File: src/rtl/conv_pkg.sv
// Shared definitions for the convolve sequencer and its datapath bench:
// state encoding, frame-geometry formulas and counter sizing.
package conv_pkg;

    localparam logic [2:0] ST_IDLE   = 3'd0;
    localparam logic [2:0] ST_DP_RST = 3'd1;
    localparam logic [2:0] ST_LOAD_K = 3'd2;
    localparam logic [2:0] ST_LOAD_I = 3'd3;
    localparam logic [2:0] ST_DRAIN  = 3'd4;
    localparam logic [2:0] ST_FIN    = 3'd5;

    typedef enum logic [2:0] {
        IDLE   = ST_IDLE,
        DP_RST = ST_DP_RST,
        LOAD_K = ST_LOAD_K,
        LOAD_I = ST_LOAD_I,
        DRAIN  = ST_DRAIN,
        FIN    = ST_FIN
    } ctrl_state_t;

    function automatic int count_width(input int max_count);
        return $clog2(max_count + 1);
    endfunction

    function automatic int kernel_words(input int kernel_size);
        return kernel_size * kernel_size;
    endfunction

    // Valid (non-padded) convolution outputs for one frame.
    function automatic int expected_outputs(input int img_length, input int img_size,
                                            input int kernel_size);
        return (img_length - kernel_size + 1) * (img_size / img_length - kernel_size + 1);
    endfunction

endpackage

File: src/rtl/convolve_ctrl_if.sv
// Upstream word stream into the sequencer and the forwarded result stream out of it.
interface convolve_ctrl_if #(
    parameter int BITS = 9
);
    logic [BITS-1:0] in_data;
    logic            in_valid;
    logic            in_ready;
    logic [BITS-1:0] out_data;
    logic            out_valid;

    modport master (
        output in_data,
        output in_valid,
        input  in_ready,
        input  out_data,
        input  out_valid
    );

    modport slave (
        input  in_data,
        input  in_valid,
        output in_ready,
        output out_data,
        output out_valid
    );
endinterface

File: src/rtl/conv_beat_counter.sv
// Enable/clear counter that saturates at TERMINAL, so it never wraps within a frame.
module conv_beat_counter #(
    parameter int WIDTH    = 9,
    parameter int TERMINAL = 256
) (
    input  logic             clk,
    input  logic             reset,
    input  logic             clear,
    input  logic             en,
    output logic [WIDTH-1:0] count
);
    localparam logic [WIDTH-1:0] TERM = WIDTH'(TERMINAL);
    localparam logic [WIDTH-1:0] ONE  = WIDTH'(1);

    // Count register: cleared by reset or frame start, holds at the terminal value.
    always_ff @(posedge clk) begin
        if (reset || clear) begin
            count <= {WIDTH{1'b0}};
        end else if (en && (count != TERM)) begin
            count <= count + ONE;
        end else begin
            count <= count;
        end
    end
endmodule

File: src/rtl/convolve_ctrl.sv
// Sequencer for the convolve datapath: loads kernel then pixels, forwards and counts outputs.
// Optional CONVOLVE_CTRL_PERF_EN adds a busy-cycle counter on perf_cycles.
module convolve_ctrl
    import conv_pkg::*;
#(
    parameter int BITS         = 9,
    parameter int KERNEL_SIZE  = 3,
    parameter int IMG_LENGTH   = 16,
    parameter int IMG_SIZE     = 256,
    parameter int DRAIN_CYCLES = 8
) (
    input  logic              clk,
    input  logic              reset,
    input  logic              start,
    convolve_ctrl_if.slave    bus,
    output logic              dp_reset,
    output logic [BITS-1:0]   dp_kernel_in,
    output logic [BITS-1:0]   dp_img_input,
    output logic              dp_kernel_we,
    output logic              dp_shift_we,
    input  logic              dp_out_valid,
    input  logic [BITS-1:0]   dp_img_output,
    output logic              busy,
    output logic              done,
    output logic              err,
    output logic [31:0]       perf_cycles
);
    localparam int CW       = count_width(IMG_SIZE);
    localparam int KW       = kernel_words(KERNEL_SIZE);
    localparam int EXPECTED = expected_outputs(IMG_LENGTH, IMG_SIZE, KERNEL_SIZE);

    localparam logic [CW-1:0] K_LAST = CW'(KW - 1);
    localparam logic [CW-1:0] I_LAST = CW'(IMG_SIZE - 1);
    localparam logic [CW-1:0] O_LAST = CW'(EXPECTED - 1);
    localparam logic [CW-1:0] O_FULL = CW'(EXPECTED);
    localparam logic [CW-1:0] D_LAST = CW'(DRAIN_CYCLES - 1);

    ctrl_state_t   state_r, state_s;
    logic [CW-1:0] kcnt_r, icnt_r, ocnt_r, dcnt_r;
    logic          err_r;
    logic          frame_start_s, fwd_s, ocnt_full_s, out_valid_s, out_last_s, overflow_s;
    logic          in_ready_s, kernel_we_s, shift_we_s, drain_exit_s;

    assign frame_start_s = (state_r == IDLE) && start;
    assign fwd_s         = (state_r == LOAD_I) || (state_r == DRAIN);
    assign ocnt_full_s   = (ocnt_r == O_FULL);
    assign out_valid_s   = dp_out_valid && fwd_s && !ocnt_full_s;
    assign out_last_s    = out_valid_s && (ocnt_r == O_LAST);
    assign overflow_s    = dp_out_valid && fwd_s && ocnt_full_s;

    conv_beat_counter #(.WIDTH(CW), .TERMINAL(KW)) u_kcnt (
        .clk(clk), .reset(reset), .clear(frame_start_s),
        .en(kernel_we_s), .count(kcnt_r));
    conv_beat_counter #(.WIDTH(CW), .TERMINAL(IMG_SIZE)) u_icnt (
        .clk(clk), .reset(reset), .clear(frame_start_s),
        .en(shift_we_s), .count(icnt_r));
    conv_beat_counter #(.WIDTH(CW), .TERMINAL(EXPECTED)) u_ocnt (
        .clk(clk), .reset(reset), .clear(frame_start_s),
        .en(out_valid_s), .count(ocnt_r));
    conv_beat_counter #(.WIDTH(CW), .TERMINAL(DRAIN_CYCLES)) u_dcnt (
        .clk(clk), .reset(reset), .clear(frame_start_s),
        .en(state_r == DRAIN), .count(dcnt_r));

    // State register.
    always_ff @(posedge clk) begin
        if (reset) begin
            state_r <= IDLE;
        end else begin
            state_r <= state_s;
        end
    end

    // Next-state and per-state stream/datapath strobes.
    always_comb begin
        state_s      = state_r;
        in_ready_s   = 1'b0;
        kernel_we_s  = 1'b0;
        shift_we_s   = 1'b0;
        drain_exit_s = 1'b0;
        case (state_r)
            IDLE: begin
                if (start) state_s = DP_RST;
                else       state_s = IDLE;
            end
            DP_RST: state_s = LOAD_K;
            LOAD_K: begin
                in_ready_s  = 1'b1;
                kernel_we_s = bus.in_valid;
                if (bus.in_valid && (kcnt_r == K_LAST)) state_s = LOAD_I;
                else                                     state_s = LOAD_K;
            end
            LOAD_I: begin
                in_ready_s = 1'b1;
                shift_we_s = bus.in_valid;
                if (bus.in_valid && (icnt_r == I_LAST)) state_s = DRAIN;
                else                                     state_s = LOAD_I;
            end
            DRAIN: begin
                // Leave as soon as the final beat lands, or when the datapath runs out of time.
                drain_exit_s = ocnt_full_s || out_last_s || (dcnt_r == D_LAST);
                if (drain_exit_s) state_s = FIN;
                else              state_s = DRAIN;
            end
            FIN:     state_s = IDLE;
            default: state_s = IDLE;
        endcase
    end

    // Sticky error: cleared on frame start, set on overflow or a short frame.
    always_ff @(posedge clk) begin
        if (reset) begin
            err_r <= 1'b0;
        end else if (frame_start_s) begin
            err_r <= 1'b0;
        end else if (overflow_s || (drain_exit_s && !(ocnt_full_s || out_last_s))) begin
            err_r <= 1'b1;
        end else begin
            err_r <= err_r;
        end
    end

`ifdef CONVOLVE_CTRL_PERF_EN
    logic [31:0] perf_r;

    // Busy-cycle counter, restarted by each frame and frozen once back in IDLE.
    always_ff @(posedge clk) begin
        if (reset) begin
            perf_r <= 32'd0;
        end else if (frame_start_s) begin
            perf_r <= 32'd0;
        end else if (state_r != IDLE) begin
            perf_r <= perf_r + 32'd1;
        end else begin
            perf_r <= perf_r;
        end
    end
    assign perf_cycles = perf_r;
`else
    assign perf_cycles = 32'd0;
`endif

    assign bus.in_ready  = in_ready_s;
    assign bus.out_valid = out_valid_s;
    assign bus.out_data  = dp_img_output;
    assign dp_kernel_in  = bus.in_data;
    assign dp_img_input  = bus.in_data;
    assign dp_kernel_we  = kernel_we_s;
    assign dp_shift_we   = shift_we_s;
    assign dp_reset      = reset | (state_r == DP_RST);
    assign busy          = (state_r != IDLE);
    assign done          = (state_r == FIN);
    assign err           = err_r;
endmodule

File: src/flat_wrapper.sv
// flat-port wrapper written by rule: the top's interface ports become plain ports
module convolve_ctrl_flat import conv_pkg::*;
#(
    parameter int BITS         = 9,
    parameter int KERNEL_SIZE  = 3,
    parameter int IMG_LENGTH   = 16,
    parameter int IMG_SIZE     = 256,
    parameter int DRAIN_CYCLES = 8
)
  (clk, reset, start, dp_reset, dp_kernel_in, dp_img_input, dp_kernel_we, dp_shift_we, dp_out_valid, dp_img_output, busy, done, err, perf_cycles, bus_in_data, bus_in_valid, bus_in_ready, bus_out_data, bus_out_valid);
  convolve_ctrl_if #(.BITS(BITS)) bus_i ();
  input  logic clk;
  input  logic reset;
  input  logic start;
  output logic dp_reset;
  output logic [BITS-1:0] dp_kernel_in;
  output logic [BITS-1:0] dp_img_input;
  output logic dp_kernel_we;
  output logic dp_shift_we;
  input  logic dp_out_valid;
  input  logic [BITS-1:0] dp_img_output;
  output logic busy;
  output logic done;
  output logic err;
  output logic [31:0] perf_cycles;
  input wire logic [$bits(bus_i.in_data)-1:0] bus_in_data;
  input wire logic [$bits(bus_i.in_valid)-1:0] bus_in_valid;
  output wire logic [$bits(bus_i.in_ready)-1:0] bus_in_ready;
  output wire logic [$bits(bus_i.out_data)-1:0] bus_out_data;
  output wire logic [$bits(bus_i.out_valid)-1:0] bus_out_valid;
  assign bus_i.in_data = bus_in_data;
  assign bus_i.in_valid = bus_in_valid;
  assign bus_in_ready = bus_i.in_ready;
  assign bus_out_data = bus_i.out_data;
  assign bus_out_valid = bus_i.out_valid;
  convolve_ctrl #(.BITS(BITS), .KERNEL_SIZE(KERNEL_SIZE), .IMG_LENGTH(IMG_LENGTH), .IMG_SIZE(IMG_SIZE), .DRAIN_CYCLES(DRAIN_CYCLES)) u_core (.clk(clk), .reset(reset), .start(start), .bus(bus_i), .dp_reset(dp_reset), .dp_kernel_in(dp_kernel_in), .dp_img_input(dp_img_input), .dp_kernel_we(dp_kernel_we), .dp_shift_we(dp_shift_we), .dp_out_valid(dp_out_valid), .dp_img_output(dp_img_output), .busy(busy), .done(done), .err(err), .perf_cycles(perf_cycles));
endmodule
File: config.mk
export PLATFORM = sky130hd
export DESIGN_NAME = convolve_ctrl_flat
export DESIGN_NICKNAME = d
export VERILOG_FILES = /design/src/rtl/conv_pkg.sv /design/src/rtl/convolve_ctrl_if.sv /design/src/rtl/conv_beat_counter.sv /design/src/rtl/convolve_ctrl.sv /design/src/flat_wrapper.sv
export SDC_FILE = /design/constraint.sdc
export NUM_CORES = 1
export LEC_CHECK = 0
export BUFFER_PORTS_ARGS = -buffer_cell sky130_fd_sc_hd__clkbuf_2
export CAP_MARGIN = 20
export CORE_MARGIN = 2
export CORE_UTILIZATION = 45
export DETAILED_ROUTE_END_ITERATION = 10
export PLACE_DENSITY = 0.73
export SLEW_MARGIN = 40
export SYNTH_ARGS = -nofsm -noshare
export SYNTH_HDL_FRONTEND = slang
export SYNTH_SLANG_ARGS = --single-unit
File: constraint.sdc
create_clock -name clk -period 3.5 [get_ports clk]
set_input_delay 0.175 -clock clk [delete_from_list [all_inputs] [get_ports clk]]
set_output_delay 0.175 -clock clk [all_outputs]
set_load 0.02 [all_outputs]
== Word-level counts from Yosys, hierarchy flattened ==
Cells that the tools add are included.
Operators by class
  $add $sub $neg: 4
  equality and inequality tests: 14
  mux-type cells: 9
  bitwise logic cells: 1
  reduce and logical (&&, ||, !) cells: 23
Operators with widths (count)
  adder 9 x 1 -> 9 bit (second input constant): 4
  equality test 9 x 8 -> 1 bit (second input constant): 3
  inequality test 9 x 4 -> 1 bit (second input constant): 2
  case mux 3 bit (5 select lines): 1
  logical AND 1 bit: 12
  equality test 9 x 3 -> 1 bit (second input constant): 1
  equality test 9 x 4 -> 1 bit (second input constant): 1
  inequality test 9 x 8 -> 1 bit (second input constant): 1
  inequality test 9 bit (second input constant): 1
  2-to-1 mux 1 bit: 7
  equality test 3 x 2 -> 1 bit (second input constant): 2
  equality test 3 bit (second input constant): 2
  logical OR 1 bit: 5
  OR reduction 2 bit: 2
  equality test 3 x 1 -> 1 bit (second input constant): 1
  zero test 3 bit: 1
  2-to-1 mux 3 bit: 1
  nonzero test 3 bit: 1
  zero test 1 bit: 2
  bitwise OR 1 bit: 1
Word-level totals
  register bits after elaboration: 40
  input port bits: 23
  output and inout port bits: 67
  word-level logic and storage cells: 57

== Longest topological paths before layout ==
  word-level depth: 10
  depth in mapped cells: 8
  gate-level depth less buffers: 8

== Hierarchy ==
Synthesis repeated with hierarchy kept, for this count alone.
Second synthesis, totals
  cells, all modules: 317
  area total of the unflattened synthesis: 2636.3 um^2
By module, submodules not included
  convolve_ctrl: times used 1, cells each 109, area an instance 845.8 um^2
  conv_beat_counter (u_core.u_ocnt): times used 1, cells each 55, area an instance 462.9 um^2
  conv_beat_counter (u_core.u_icnt): times used 1, cells each 52, area an instance 450.4 um^2
  conv_beat_counter (u_core.u_kcnt): times used 1, cells each 50, area an instance 440.4 um^2
  conv_beat_counter (u_core.u_dcnt): times used 1, cells each 51, area an instance 436.7 um^2

== Worst setup path after synthesis ==
OpenSTA, ideal clock, no wires.
  kind: flip-flop to flip-flop
  start point: register u_core.state_r[0]
  end point: register u_core.u_ocnt.count[2]
  arrival time: 1.446 ns
  slack: 1.913 ns
  stages on the path, launching flop included: 7
  cell sequence: dfxtp_1 -> buf_6 -> nor3b_4 -> o21ai_2 -> buf_4 -> nor2_1 -> a311oi_1
On the way
  longest elaborated chain between the ends: 5
  elaborated cells between the ends (all ways): 9
  those cells by class: eq/ne: 2; reduce/logical: 7
RTL lines
  start: declaration: RTL line convolve_ctrl.sv:38  | ctrl_state_t state_r, state_s;
  start signal: assignment: RTL line convolve_ctrl.sv:69  | state_r <= state_s;
  equality test 3 x 2 -> 1 bit or equality test 3 bit (tied branches): RTL line convolve_ctrl.sv:45  | assign fwd_s = (state_r == LOAD_I) || (state_r == DRAIN);
  logical OR 1 bit *: RTL line convolve_ctrl.sv:45
  logical AND 1 bit * (2 in a row): RTL line convolve_ctrl.sv:47  | assign out_valid_s = dp_out_valid && fwd_s && !ocnt_full_s;
  via bus_out_valid: RTL line flat_wrapper.sv:30  | output wire logic [$bits(bus_i.out_valid)-1:0] bus_out_valid;
  logical AND 1 bit *: RTL line conv_beat_counter.sv:19  | end else if (en && (count != TERM)) begin
  end signal: assignment: RTL line conv_beat_counter.sv:18  | count <= {WIDTH{1'b0}};
  end signal: assignment: RTL line conv_beat_counter.sv:20  | count <= count + ONE;
  end signal: assignment: RTL line conv_beat_counter.sv:22  | count <= count;
  end: declaration: RTL line conv_beat_counter.sv:10  | output logic [WIDTH-1:0] count
The timed path passes the listed nets; every way through them passes the cells marked *.
A chain may end at the register's enable or synchronous reset.

== Worst setup path in the final report ==
  start point: register u_core.state_r[2]
  end point: output port bus_out_valid
On the way
  longest elaborated chain between the ends: 4
  elaborated cells between the ends (all ways): 5
  those cells by class: eq/ne: 2; reduce/logical: 3
RTL lines (RTL line)
  equality test 3 x 2 -> 1 bit or equality test 3 bit (tied branches): convolve_ctrl.sv:45
  logical OR 1 bit *: convolve_ctrl.sv:45
  logical AND 1 bit * (2 in a row): convolve_ctrl.sv:47
  end: declaration: flat_wrapper.sv:30
Every way passes the cells marked *; elsewhere a longest branch is shown, timed or not.

==> metrics.md <==
| Metric | Value |
|---|---|
| CP required | `3.32 ns` |
| PD cells | `348 nW/um^2` |
| Initial antenna violation count | `0` |
| Crit. Startpoint | `u_core.state_r[2]$_SDFF_PP0_` |
| Max clock buf depth | `2` |
| Logic gate share of total power | `0.094` |
| GRT Residual Overflow | `0` |
| Clk Latency, worst-skew pair | `0.29 ns` |
| H-Tree Depth | `2` |
| Total number of vias | `1843` |
| HP Start | `reset` |
| Mapped Area | `2630 sq um` |
| Max Slew Vio Count | `0` |
| Max Cap Viol | `0` |
| Post-route ant nets | `0` |
| Kind of critical path | `register to primary output` |
| Post-Place Setup Slack | `1.39 ns` |
| Slew HR | `0.656` |
| Detailed-route wire length | `4280 um` |
| Main combinational cell family by area after synthesis | `simple AND/OR/NAND/NOR gates` |
| Layout cell share with drive strength beyond 1 | `0.102` |
| Maximum VDD drop | `0.131 mV` |
| CTS tree | `done` |
| Setup bufs post-CTS | `0` |
| Clk slew on worst S/H paths | `0.07 ns` |
| Proportion of synthesized area in mux cells | `0.0114` |
| Crit end category | `primary output` |
| Synth Area in Simple Gates | `0.259` |
| Ports | `90` |
| Int Pwr | `0.635 mW` |
| Tot GR Track Use | `0.141` |
| Post-Synth Adder-Cell Area | `0.0476` |
| Outcome | `finished, final reports clean` |
| Clock sinks | `40` |
| Setup violators final | `0` |
| Fin Clk Skew | `0.00863 ns` |
| Seq/Total Area, Yosys | `0.305` |
| Fmax achieved | `0.499 GHz` |
| Sw Share | `0.262` |
| Hpwl dp | `3140 um` |
| Maximum number of pins on one net before global-route repair | `25` |
| Final Hold Vio Count | `0` |
| Startpoint Class | `register` |
| Die Area | `6470 sq um` |
| Pleak | `0.910 nW` |
| Area growth from synthesis to layout | `-5.95%` |
| Min-Delay Path Class | `input port to register` |
| Worst EP arrival | `1.83 ns` |
| Worst-path maximum fanout | `15` |
| Ys Warns | `0` |
| Buffers on Ports | `12` |
| Clock network power share | `0.365` |
| DR WL/cell | `11.7 um` |
| CTS Buf Count | `5` |
| N_diodes | `0` |
| Setup_tns | `0 ns` |
| Starting Density | `0.472` |
| Post-layout util | `0.444` |
| Hold_buf cts | `0` |
| Synth Area in XOR/XNOR | `0.0533` |
| Die Y | `80.4 um` |
| Syn avg cell area | `8.37 sq um` |
| Final worst path period need | `2.00 ns` |
| Row count | `27` |
| First-pass GRT wire length | `7220 um` |
| Drt pass-1 iters | `4` |
| Final #Nets | `326` |
| Vias in the first global route | `1644` |
| Register share of total power | `0.541` |
| Fillers | `559` |
| DRT iter0 DRCs | `164` |
| Width of the die | `80.4 um` |
| Seq cells post-synth | `40` |
| Switching power total | `0.225 mW` |
| Post-synth EDFFs | `0` |
| Prevailing post-synth register cell | `dfxtp_1` |
| Post-synthesis compound-gate area fraction | `0.109` |
| RR Startpoint | `u_core.state_r[1]$_SDFF_PP0_` |
| DRC errors left | `0` |
| CTS root buf | `clkbuf_8` |
| Synth unique cells | `52` |
| Tcrit/Tclk final | `0.572` |
| Post-CTS sizing | `0` |
| Mapped Cells | `314` |
| Worst-Margin Slew | `0.514 ns` |
| Ys async rst share | `0` |
| Core Box Area | `5570 sq um` |
| Worst setup margin | `1.50 ns` |
| Unrepaired setup endpoints after global routing | `false` |
| Avg Vias per Cell | `5.04` |
| RD Place Congestion | `0.840` |
## worst paths after layout
| check | end | slack, ns | cells past startpoint |
|---|---|---|---|
| min | u_core.state_r[2]$_SDFF_PP0_ | 0.17 | 2 |
| max | bus_out_valid | 1.50 | 4 |
| min reg2reg | u_core.u_ocnt.count[8]$_SDFFE_PP0P_ | 0.49 | 2 |
| max reg2reg | u_core.u_kcnt.count[5]$_SDFFE_PP0P_ | 1.58 | 4 |
## flip-flops by register name, summed over array words and instances, names as in the netlist
register and count:
u_core.u_ocnt.count 9, u_core.u_dcnt.count 9, u_core.u_kcnt.count 9, u_core.state_r 3
u_core.err 1, u_core.u_icnt.count 9
## stage by stage
step                cell area, sq um  power, mW  instances  hold slack (ns)
floorplan                       2750      0.616        345            0.244
global placement                2380      0.555        358            0.350
detailed placement              2380      0.556        358            0.350
CTS                             2470      0.869        366            0.155
global route                    2470      0.896        366            0.185
finish                          2470      0.860        366            0.171
## routing by layer
layer,vias to the layer above,GRT usage,part of all wire
li1,962,-,-
met1,832,0.185,0.50
met2,44,0.218,0.44
met3,5,0.0404,0.054
met4,0,0.0492,0.012
met5,-,0,0
## placed cells by master, fill, tap and decap left out, types with 4 or more instances in the layout
master,synthesis,layout
and2_1,5,5
a21oi_1,13,13
or3_1,9,9
nor2_1,26,26
and3_1,5,5
conb_1,1,32
nand4_1,11,11
clkbuf_8,0,6
nand3_1,14,14
inv_1,10,10
a31oi_1,4,4
nor3_1,5,5
o21ai_0,8,8
dfxtp_1,40,40
ha_1,10,10
nor4_1,4,4
xor2_1,11,11
nand2_1,16,16
xnor2_1,5,5
clkbuf_2,0,12
## power groups by stage
stage / Sequential [mW] / Combinational (mW) / Clock, mW
floorplan: 0.470 / 0.146 / 0
global placement: 0.475 / 0.0797 / 0
global route: 0.466 / 0.0886 / 0.342
finish: 0.466 / 0.0807 / 0.314
CTS: 0.465 / 0.0804 / 0.324
detailed placement: 0.476 / 0.0804 / 0
## synthesized netlist by cell type (3+ instances only)
cell      number  share of area
a31oi_1        4         0.0095
or3_1          9          0.021
nand4_1       11          0.026
mux2i_1        3          0.011
and2_1         5          0.012
o21ai_0        8          0.015
nand2_1       16          0.023
inv_1         10          0.014
buf_4         60           0.17
or4_1          3         0.0086
o211ai_1       3         0.0086
nor4_1         4         0.0095
nor2b_1        3         0.0071
dfxtp_1       40           0.30
buf_2          8          0.015
xor2_1        11          0.037
xnor2_1        5          0.017
ha_1          10          0.048
and3_1         5          0.012
nor3_1         5         0.0095
nand3_1       14          0.027
a21oi_1       13          0.025
nor2_1        26          0.037
## logic make-up after synthesis
| kind of cell | after synthesis |
|---|---|
| adder cells (fa/ha/maj) | 10 |
| flip-flops | 40 |
| AND/OR/NAND/NOR | 119 |
| other | 1 |
| buffers and inverters | 83 |
| XOR/XNOR | 16 |
| multiplexers | 3 |
| AO/OA/AOI/OAI | 42 |
## critical path: stages, from the launching register on
cell	delay (ns)
dfxtp_1	0.58
nor3b_4	0.40
o21ai_2	0.19
nor2_1	0.18
clkbuf_2	0.19
## layout make-up
class                      count  area [sq um]  area share
timing repair buffer          13          67.6      0.0273
multi-input combinational    222          1380       0.559
inverter                      11          41.3      0.0167
tap                           72          90.1      0.0364
clock buffer                   8          90.1      0.0364
sequential                    40           801       0.324
No activity file was read; power rests on OpenSTA's default activity.
